File: src/rtl/muldiv_unit_if.sv
// Handshake/operand bundle between the execute stage and the iterative
// RV32M multiply/divide unit.
interface muldiv_unit_if #(
    parameter int XLEN    = 32,
    parameter int REG_NUM = 32
);
    localparam int RW = $clog2(REG_NUM);

    logic            start;
    logic            kill;
    logic [2:0]      funct3;
    logic [XLEN-1:0] rs1_data;
    logic [XLEN-1:0] rs2_data;
    logic [RW-1:0]   rd_in;
    logic            busy;
    logic            done;
    logic [XLEN-1:0] result;
    logic [RW-1:0]   rd_out;

    // Requester side: issues ops, observes status and write-back data.
    modport master (
        output start, kill, funct3, rs1_data, rs2_data, rd_in,
        input  busy, done, result, rd_out
    );

    // Unit side: accepts ops, reports status and write-back data.
    modport slave (
        input  start, kill, funct3, rs1_data, rs2_data, rd_in,
        output busy, done, result, rd_out
    );
endinterface

File: src/rtl/muldiv_unit.sv
// Iterative RV32M multiply/divide unit. Operands are converted to
// magnitudes on accept, XLEN shift-add (MUL*) or restoring shift-subtract
// (DIV*) iterations follow, and the sign fixup is applied as the final
// iteration retires into the DONE state.
module muldiv_unit #(
    parameter int XLEN    = 32,
    parameter int REG_NUM = 32
) (
    input  logic         clk,
    input  logic         reset,
    muldiv_unit_if.slave bus
);
    localparam int RW = $clog2(REG_NUM);
    localparam int CW = $clog2(XLEN);
    localparam logic [CW-1:0] LAST_CNT = CW'(XLEN - 1);

    typedef enum logic [1:0] {
        S_IDLE = 2'd0,
        S_BUSY = 2'd1,
        S_DONE = 2'd2
    } state_t;

    state_t          r_state;
    logic [CW-1:0]   r_count;
    logic [2:0]      r_f3;
    logic [RW-1:0]   r_rd;
    logic [XLEN-1:0] r_opnd;   // multiplicand (MUL*) or divisor (DIV*) magnitude
    logic [XLEN-1:0] r_hi;     // product high half / partial remainder
    logic [XLEN-1:0] r_lo;     // multiplier bits / dividend-then-quotient bits
    logic            r_neg_q;  // product or quotient must be negated
    logic            r_neg_r;  // remainder must be negated
    logic            r_div0;
    logic            r_busy;
    logic            r_done;
    logic [XLEN-1:0] r_result;
    logic [RW-1:0]   r_rd_out;

    logic            w_a_sgn;
    logic            w_b_sgn;
    logic            w_a_neg;
    logic            w_b_neg;
    logic [XLEN-1:0] w_a_mag;
    logic [XLEN-1:0] w_b_mag;
    logic [XLEN:0]   w_sum;
    logic [XLEN:0]   w_shift;
    logic            w_ge;
    logic [XLEN-1:0] w_diff;
    logic [XLEN-1:0] w_hi_nx;
    logic [XLEN-1:0] w_lo_nx;
    logic [2*XLEN-1:0] w_prod_s;
    logic [XLEN-1:0] w_quo_s;
    logic [XLEN-1:0] w_rem_s;
    logic [XLEN-1:0] w_final;

    // Two's-complement negation at operand width.
    function automatic logic [XLEN-1:0] f_neg(input logic [XLEN-1:0] v);
        return ~v + {{(XLEN-1){1'b0}}, 1'b1};
    endfunction

    // Two's-complement negation at product width.
    function automatic logic [2*XLEN-1:0] f_neg2(input logic [2*XLEN-1:0] v);
        return ~v + {{(2*XLEN-1){1'b0}}, 1'b1};
    endfunction

    // Operand signedness and magnitudes for the op being offered.
    always_comb begin
        w_a_sgn = 1'b0;
        w_b_sgn = 1'b0;
        case (bus.funct3)
            3'b000, 3'b001, 3'b100, 3'b110: begin
                w_a_sgn = 1'b1;
                w_b_sgn = 1'b1;
            end
            3'b010: begin
                w_a_sgn = 1'b1;
                w_b_sgn = 1'b0;
            end
            default: begin
                w_a_sgn = 1'b0;
                w_b_sgn = 1'b0;
            end
        endcase
        w_a_neg = w_a_sgn & bus.rs1_data[XLEN-1];
        w_b_neg = w_b_sgn & bus.rs2_data[XLEN-1];
        w_a_mag = w_a_neg ? f_neg(bus.rs1_data) : bus.rs1_data;
        w_b_mag = w_b_neg ? f_neg(bus.rs2_data) : bus.rs2_data;
    end

    // One iteration step for the op in flight, and its sign-corrected result.
    always_comb begin
        w_sum   = {1'b0, r_hi} + (r_lo[0] ? {1'b0, r_opnd} : {(XLEN+1){1'b0}});
        w_shift = {r_hi, r_lo[XLEN-1]};
        w_ge    = (w_shift >= {1'b0, r_opnd});
        w_diff  = w_shift[XLEN-1:0] - r_opnd;
        if (r_f3[2]) begin
            w_hi_nx = w_ge ? w_diff : w_shift[XLEN-1:0];
            w_lo_nx = {r_lo[XLEN-2:0], w_ge};
        end else begin
            w_hi_nx = w_sum[XLEN:1];
            w_lo_nx = {w_sum[0], r_lo[XLEN-1:1]};
        end
        w_prod_s = r_neg_q ? f_neg2({w_hi_nx, w_lo_nx}) : {w_hi_nx, w_lo_nx};
        w_quo_s  = r_neg_q ? f_neg(w_lo_nx) : w_lo_nx;
        w_rem_s  = r_neg_r ? f_neg(w_hi_nx) : w_hi_nx;
        // Divide-by-zero quotient is forced to all ones; REM by zero already
        // yields the dividend, and the signed-overflow case yields
        // -2^(XLEN-1) / 0 naturally from the magnitude path.
        case (r_f3)
            3'b000:                 w_final = w_prod_s[XLEN-1:0];
            3'b001, 3'b010, 3'b011: w_final = w_prod_s[2*XLEN-1:XLEN];
            3'b100, 3'b101:         w_final = r_div0 ? {XLEN{1'b1}} : w_quo_s;
            3'b110, 3'b111:         w_final = w_rem_s;
            default:                w_final = {XLEN{1'b0}};
        endcase
    end

    // Control FSM, datapath registers and registered outputs.
    always_ff @(posedge clk or posedge reset) begin
        if (reset) begin
            r_state  <= S_IDLE;
            r_count  <= {CW{1'b0}};
            r_f3     <= 3'b000;
            r_rd     <= {RW{1'b0}};
            r_opnd   <= {XLEN{1'b0}};
            r_hi     <= {XLEN{1'b0}};
            r_lo     <= {XLEN{1'b0}};
            r_neg_q  <= 1'b0;
            r_neg_r  <= 1'b0;
            r_div0   <= 1'b0;
            r_busy   <= 1'b0;
            r_done   <= 1'b0;
            r_result <= {XLEN{1'b0}};
            r_rd_out <= {RW{1'b0}};
        end else begin
            case (r_state)
                S_IDLE, S_DONE: begin
                    r_done <= 1'b0;
                    if (bus.start) begin
                        r_state <= S_BUSY;
                        r_busy  <= 1'b1;
                        r_count <= {CW{1'b0}};
                        r_f3    <= bus.funct3;
                        r_rd    <= bus.rd_in;
                        r_hi    <= {XLEN{1'b0}};
                        r_lo    <= bus.funct3[2] ? w_a_mag : w_b_mag;
                        r_opnd  <= bus.funct3[2] ? w_b_mag : w_a_mag;
                        r_neg_q <= w_a_neg ^ w_b_neg;
                        r_neg_r <= w_a_neg;
                        r_div0  <= (bus.rs2_data == {XLEN{1'b0}});
                    end else begin
                        r_state <= S_IDLE;
                        r_busy  <= 1'b0;
                    end
                end
                S_BUSY: begin
                    if (bus.kill) begin
                        r_state <= S_IDLE;
                        r_busy  <= 1'b0;
                    end else begin
                        r_hi    <= w_hi_nx;
                        r_lo    <= w_lo_nx;
                        r_count <= r_count + CW'(1);
                        if (r_count == LAST_CNT) begin
                            r_state  <= S_DONE;
                            r_busy   <= 1'b0;
                            r_done   <= 1'b1;
                            r_result <= w_final;
                            r_rd_out <= r_rd;
                        end else begin
                            r_state <= S_BUSY;
                        end
                    end
                end
                default: begin
                    r_state <= S_IDLE;
                    r_busy  <= 1'b0;
                    r_done  <= 1'b0;
                end
            endcase
        end
    end

    assign bus.busy   = r_busy;
    assign bus.done   = r_done;
    assign bus.result = r_result;
    assign bus.rd_out = r_rd_out;
endmodule

File: src/flat_wrapper.sv
// flat-port wrapper written by rule: the top's interface ports become plain ports
module muldiv_unit_flat 
#(
    parameter int XLEN    = 32,
    parameter int REG_NUM = 32
)
  (clk, reset, bus_start, bus_kill, bus_funct3, bus_rs1_data, bus_rs2_data, bus_rd_in, bus_busy, bus_done, bus_result, bus_rd_out);
  muldiv_unit_if #(.XLEN(XLEN), .REG_NUM(REG_NUM)) bus_i ();
  input  logic clk;
  input  logic reset;
  input wire logic [$bits(bus_i.start)-1:0] bus_start;
  input wire logic [$bits(bus_i.kill)-1:0] bus_kill;
  input wire logic [$bits(bus_i.funct3)-1:0] bus_funct3;
  input wire logic [$bits(bus_i.rs1_data)-1:0] bus_rs1_data;
  input wire logic [$bits(bus_i.rs2_data)-1:0] bus_rs2_data;
  input wire logic [$bits(bus_i.rd_in)-1:0] bus_rd_in;
  output wire logic [$bits(bus_i.busy)-1:0] bus_busy;
  output wire logic [$bits(bus_i.done)-1:0] bus_done;
  output wire logic [$bits(bus_i.result)-1:0] bus_result;
  output wire logic [$bits(bus_i.rd_out)-1:0] bus_rd_out;
  assign bus_i.start = bus_start;
  assign bus_i.kill = bus_kill;
  assign bus_i.funct3 = bus_funct3;
  assign bus_i.rs1_data = bus_rs1_data;
  assign bus_i.rs2_data = bus_rs2_data;
  assign bus_i.rd_in = bus_rd_in;
  assign bus_busy = bus_i.busy;
  assign bus_done = bus_i.done;
  assign bus_result = bus_i.result;
  assign bus_rd_out = bus_i.rd_out;
  muldiv_unit #(.XLEN(XLEN), .REG_NUM(REG_NUM)) u_core (.clk(clk), .reset(reset), .bus(bus_i));
endmodule
File: config.mk
export PLATFORM = sky130hd
export DESIGN_NAME = muldiv_unit_flat
export DESIGN_NICKNAME = d
export VERILOG_FILES = /design/src/rtl/muldiv_unit_if.sv /design/src/rtl/muldiv_unit.sv /design/src/flat_wrapper.sv
export SDC_FILE = /design/constraint.sdc
export NUM_CORES = 1
export LEC_CHECK = 0
export BUFFER_PORTS_ARGS = -buffer_cell sky130_fd_sc_hd__buf_2
export CELL_PAD_IN_SITES_DETAIL_PLACEMENT = 1
export CELL_PAD_IN_SITES_GLOBAL_PLACEMENT = 1
export CORE_ASPECT_RATIO = 2
export CORE_UTILIZATION = 50
export DETAILED_ROUTE_END_ITERATION = 8
export PLACE_DENSITY_LB_ADDON = 0.1
export SETUP_SLACK_MARGIN = 0.05
export SYNTH_ARGS = -nofsm -noshare
export SYNTH_HDL_FRONTEND = slang
export SYNTH_SLANG_ARGS = --single-unit
File: constraint.sdc
create_clock -name clk -period 13.6 [get_ports clk]
set_clock_uncertainty 0.15 [all_clocks]
set_input_delay 2.72 -clock clk [delete_from_list [all_inputs] [get_ports clk]]
set_output_delay 2.72 -clock clk [all_outputs]
set_load 0.01 [all_outputs]
* Word level (Yosys, flattened, before mapping)
Index checks and enable logic that the tools add are counted.
** Word-level totals
- Flip-flop bits (word level) :: 153
- Input port bits :: 76
- Logic and storage cells :: 100
** Operators by class
- Reduce and logical (&&, ||, !) cells :: 15
- Multiplexer cells :: 35
- Bitwise logic cells :: 9
- Add/subtract/negate cells :: 8
- Equal/unequal tests :: 18
- $lt $le $gt $ge :: 1
** Operators with widths (number)
- 32-bit two-way mux :: 15
- 32-bit by 1-bit adder with 32-bit output (second input constant) :: 4
- 32-bit inverter :: 4
- 32-bit case mux with 2 select lines :: 2
- 32-bit case mux with 4 select lines :: 1
- 64-bit by 1-bit adder with 64-bit output (second input constant) :: 1
- 64-bit two-way mux :: 1
- 64-bit inverter :: 1
- 32-bit by 33-bit adder with 33-bit output :: 1
- 33-bit by 32-bit >= comparator with 1-bit output :: 1
- 32-bit zero test :: 1
- 32-bit subtractor :: 1
- 3-bit == test (second input constant) :: 6
- 5-bit two-way mux :: 2
- 5-bit case mux with 2 select lines :: 1
- 3-bit by 2-bit == test with 1-bit output (second input constant) :: 3
- 1-bit two-way mux :: 9
- 3-bit by 1-bit == test with 1-bit output (second input constant) :: 2
- 3-bit zero test :: 2
- 3-bit AND reduction :: 2
- 2-bit OR reduction :: 3
- 5-bit by 1-bit adder with 5-bit output (second input constant) :: 1
- 5-bit == test (second input constant) :: 1
- 5-bit OR reduction :: 1
- 16 further kinds :: 20

* Logic depth before layout (Yosys ltp)
- Word-level depth :: 8
- Mapped depth :: 19
- Gate-level depth less buffers :: 17

* Least setup slack after synthesis
Ideal clock, no wire load.
- Path type :: input to register
- From :: input port bus_rs1_data[10]
- To :: register u_core.r_lo[27]
- Setup time :: 136 ps
- Arrival time :: 5025 ps
- Stages :: 11
- Setup slack :: 8288 ps
- Cells stage by stage :: or4_1 -> nor4_1 -> nand2b_1 -> nor4_1 -> and2_1 -> nand2_1 -> o31ai_1 -> xor2_1 -> a211oi_1 -> a21oi_1 -> a21oi_1
** Between the ends
- Cells in the longest elaborated chain, start to end :: 6
** Ends and longest elaborated chain
- from (decl) :: RTL line flat_wrapper.sv:14 : input wire logic [$bits(bus_i.rs1_data)-1:0] bus_rs1_data;
- 32-bit inverter :: RTL line muldiv_unit.sv:57 : return ~v + {{(XLEN-1){1'b0}}, 1'b1};
- 32-bit by 1-bit adder with 32-bit output :: RTL line muldiv_unit.sv:57
- 32-bit two-way mux :: RTL line muldiv_unit.sv:85 : w_a_mag = w_a_neg ? f_neg(bus.rs1_data) : bus.rs1_data;
- 32-bit two-way mux :: RTL line muldiv_unit.sv:145 : r_lo <= bus.funct3[2] ? w_a_mag : w_b_mag;
- 32-bit two-way mux :: RTL line muldiv_unit.sv:138 : if (bus.start) begin
- 32-bit case mux with 2 select lines :: RTL line muldiv_unit.sv:135 : case (r_state)
- to (signal assigned) :: RTL line muldiv_unit.sv:126 : r_lo <= {XLEN{1'b0}};
- to (signal assigned) :: RTL line muldiv_unit.sv:145
- to (signal assigned) :: RTL line muldiv_unit.sv:161 : r_lo <= w_lo_nx;
- to (decl) :: RTL line muldiv_unit.sv:29 : logic [XLEN-1:0] r_lo;
Every way passes these cells. The select of a mux whose other input is x is not followed.
A chain may end at the register's enable or synchronous reset.

* Final worst setup path
- From :: register u_core.r_hi[9]
- To :: register u_core.r_result[30], in the netlist u_core.bus.result[30]
** Between the ends
- Cells in the longest elaborated chain, start to end :: 7
- Elaborated cells on any way between the ends :: 17
- Those cells by class :: add/sub (5); order compare (1); mux (8); bitwise (3)
** Ends and longest elaborated chain
- from (decl) :: RTL line muldiv_unit.sv:28 : logic [XLEN-1:0] r_hi;
- from (signal assigned) :: RTL line muldiv_unit.sv:125 : r_hi <= {XLEN{1'b0}};
- from (signal assigned) :: RTL line muldiv_unit.sv:144 : r_hi <= {XLEN{1'b0}};
- from (signal assigned) :: RTL line muldiv_unit.sv:160 : r_hi <= w_hi_nx;
- 32-bit subtractor / 33-bit by 32-bit >= comparator with 1-bit output (equally long branches) :: RTL line muldiv_unit.sv:94, muldiv_unit.sv:93
- 32-bit two-way mux, on equally long branches :: RTL line muldiv_unit.sv:96, muldiv_unit.sv:95
- 32-bit two-way mux / 32-bit inverter (equally long branches) :: RTL line muldiv_unit.sv:95, muldiv_unit.sv:57
- 64-bit inverter (tied with other cells) :: RTL line muldiv_unit.sv:62 : return ~v + {{(2*XLEN-1){1'b0}}, 1'b1};
- 64-bit by 1-bit adder with 64-bit output (tied with other cells) :: RTL line muldiv_unit.sv:62
- 64-bit two-way mux (tied with other cells) :: RTL line muldiv_unit.sv:102 : w_prod_s = r_neg_q ? f_neg2({w_hi_nx, w_lo_nx}) : {w_hi_nx, w_lo_nx};
- 32-bit case mux with 4 select lines * :: RTL line muldiv_unit.sv:108 : case (r_f3)
- to (signal assigned) :: RTL line muldiv_unit.sv:132 : r_result <= {XLEN{1'b0}};
- to (signal assigned) :: RTL line muldiv_unit.sv:167 : r_result <= w_final;
- to (decl) :: RTL line muldiv_unit.sv:35 : logic [XLEN-1:0] r_result;
Every way passes the cells marked *; elsewhere a longest branch is shown, timed or not.

==> run_results.csv <==
group,metric,value,unit
outcome,status,"complete, no violations",
worst_hold_path,hold_class,"flop to flop",
logic_synthesis,synth_flop_cell,"dfrtp_1",
logic_synthesis,postSynthNetCount,2335,
logic_synthesis,synthCells,2189,
critical_path,critPathMaxFanout,13,
sta,finalSetupTns,0,ns
pwr,p_per_area,234,nW/um2
grt,grt_pass1_vias,19400,
logic_synthesis,synth_warnings,0,
cts,cts_buffer_depth,2,
sta,clock.fmax,151,MHz
pwr,p_int,1.74,mW
cts,cts_tree,"done",
sta,period_share,48.5,%
route,routedWlPerCell,28.9,um
pwr,irDropWorstVdd,0.000117,V
grt,grt_pass1_wl,117000,um
logic_synthesis,syn_avg_cell_area,7.34,um2
logic_synthesis,netlist-cell-type-count,98,
critical_path,worstPathArrival,6.84,ns
critical_path,start_kind,"flop",
grt,grt_max_degree,92,
pwr,netSwitchingPower,2.34,mW
sta,hold_viol_final,0,
floorplan,die_y,255,um
sta,tightest_slew,1.24,ns
final_layout,final_core_util,55.4,%
cts,cts-resized-gates,0,
final_layout,layout-drive-gt1-share,10.4,%
critical_path,cp.required,13.84,ns
pwr,clock_power_share,12.6,%
route,routed_wl,76800,um
route,drt-vias-per-instance,6.90,
logic_synthesis,synthArstFlopShare,100,%
route,drtIter0Drc,1522,
cts,cts.sinks,153,
floorplan,io_pins,115,
pwr,switching_share,57.4,%
cts,htreeDepth,4,
cts,clock_latency,0.47,ns
pwr,finalPower,4.08,mW
grt,gr-total-overflow,0,
pwr,p_leak,7.45,nW
cts,path_clk_slew,0.08,ns
floorplan,core_area,31500,um2
cts,cts_root_buf,"clkbuf_16",
final_layout,most-common-layout-cells,"nand2_1, a21oi_1, o21ai_0",
logic_synthesis,synth_area,16100,um2
pwr,p_comb_share,69.0,%
critical_path,crit_type,"flop to flop",
cts,ctsHoldBuffers,0,
pwr,seq_power_share,18.5,%
placement,gp_congestion,1.09,
floorplan,core.rowCount,92,
logic_synthesis,synth_edf_count,0,
placement,port_buffers,114,
floorplan,die_w,129,um
placement,hpwl,58800,um
grt,antenna_found_initial,6,
sta,min_period,6.60,ns
route,detailroute.via_count,18300,
route,drc_errors,0,
sta,grt_setup_unrepaired,"no",
sta,slew_headroom,17.7,%
final_layout,final_common_cell,"nand2_1",
route,antenna_left,0,
sta,final-setup-viol-count,0,
final_layout,synthToLayoutAreaGrowth,8.72,%
floorplan,initial_core_util,50.9,%
final_layout,nNetsFinal,2359,
critical_path,crit_path_end_kind,"flop",
floorplan,die_area,32900,um2
sta,drv_slew,0,
run,cap_violations,0,
cts,cts_buffers,17,
logic_synthesis,yosysSeqAreaShare,23.8,%
route,drt_pass1_iterations,9,
cts,post-cts-setup-buffer-count,0,
grt,track_usage,47.9,%
final_layout,fill_cells,4189,
logic_synthesis,synth-seq-cells,153,
-- stage by stage --
| stage | hold WS [ns] | setup WS (ns) | cell area [um2] | std cells |
|---|---|---|---|---|
| after floorplan | 0.289 | 6.61 | 16100 | 2189 |
| after global placement | 0.301 | 7.24 | 16800 | 2616 |
| after detailed placement | 0.316 | 7.15 | 16800 | 2616 |
| after CTS | 0.332 | 7.38 | 17400 | 2648 |
| after global routing | 0.357 | 6.93 | 17500 | 2651 |
| final | 0.332 | 7.00 | 17500 | 2654 |
-- power by group through the flow --
stage               Sequential (mW)  Clock (mW)  Combinational (mW)
floorplan                     0.647           0                1.88
global placement              0.738           0                2.59
detailed placement            0.747           0                2.66
CTS                           0.741       0.513                2.69
global route                  0.759       0.527                2.98
finish                        0.754       0.512                2.82
-- worst max-delay path, stage by stage (launching register included) --
cell and delay [ns]:
dfrtp_1 0.48, ha_1 0.46, a21oi_1 0.36, o21ai_2 0.14, a221oi_2 0.65, a211o_1 0.71
a31oi_1 0.29, or2_1 0.46, nor3_1 0.81, nand2_1 0.48, or4_1 0.73, o22a_1 0.22
o31ai_1 0.26, a221oi_1 0.14, a21oi_1 0.18
-- registers in the layout, indices dropped and copies added (netlist names), 2 cells and up --
name,count
u_core.r_f3,3
u_core.r_count,5
u_core.r_lo,32
u_core.r_state,2
u_core.r_opnd,32
u_core.bus.result,32
u_core.r_hi,32
u_core.bus.rd_out,5
u_core.r_rd,5
-- area by class of cell --
class                   count  area (um2)  share of cell area [%]
clock inverters            15         205                    1.17
clock buffers              17         425                    2.44
flip-flops and latches    153        3830                    22.0
diodes                      5        12.5                  0.0716
inverters                  76         290                    1.66
multi-input cells        1829       11400                    65.5
repair buffers            136         736                    4.21
well taps                 423         529                    3.03
-- synth_stat cells, drive strengths merged, types with 32 or more instances --
master    n  area share, %
nand2   305            7.1
a21oi   208            6.5
o21ai   201            6.3
nor2    172            4.0
dfrtp   153             24
xnor2    96            5.2
clkbuf   88            2.1
inv      75            1.8
nand3    75            2.4
xor2     69            3.8
ha       68            5.3
and2     46            1.8
nor3     46            1.5
mux2i    44            2.7
buf      43            1.4
a211oi   32            1.5
-- cells by family after synthesis --
family                   share of synthesized area (%)
AO/OA/AOI/OAI                                     28.6
buffers and inverters                             5.19
XOR/XNOR                                          9.00
multiplexers                                      3.58
AND/OR/NAND/NOR                                   24.3
adder cells (fa/ha/maj)                           5.55
flip-flops                                        23.8
-- worst paths after layout --
check                                                 from                                 to  slack, ns  cells past startpoint
worst min register to register  u_core.r_rd[1]$_DFFE_PP0P_   u_core.bus.rd_out[1]$_DFFE_PP0P_       0.33                      2
min in group asynchronous                            reset        u_core.r_hi[31]$_DFFE_PP0P_       2.27                      2
worst max-delay path            u_core.r_hi[9]$_DFFE_PP0P_  u_core.bus.result[30]$_DFFE_PP0P_       7.00                     14
worst min-delay path            u_core.r_rd[1]$_DFFE_PP0P_   u_core.bus.rd_out[1]$_DFFE_PP0P_       0.33                      2
max in group asynchronous                            reset         u_core.r_f3[2]$_DFFE_PP0P_       9.41                      3
worst max register to register  u_core.r_hi[9]$_DFFE_PP0P_  u_core.bus.result[30]$_DFFE_PP0P_       7.00                     14
-- metal layers --
| layer | global-route usage, % | part of all wire, % |
|---|---|---|
| met1 | 45.1 | 32 |
| met2 | 80.1 | 49 |
| met3 | 12.8 | 6.9 |
| met4 | 50.1 | 12 |
| met5 | 0 | 0.036 |
No activity file was read; power rests on OpenSTA's default activity.
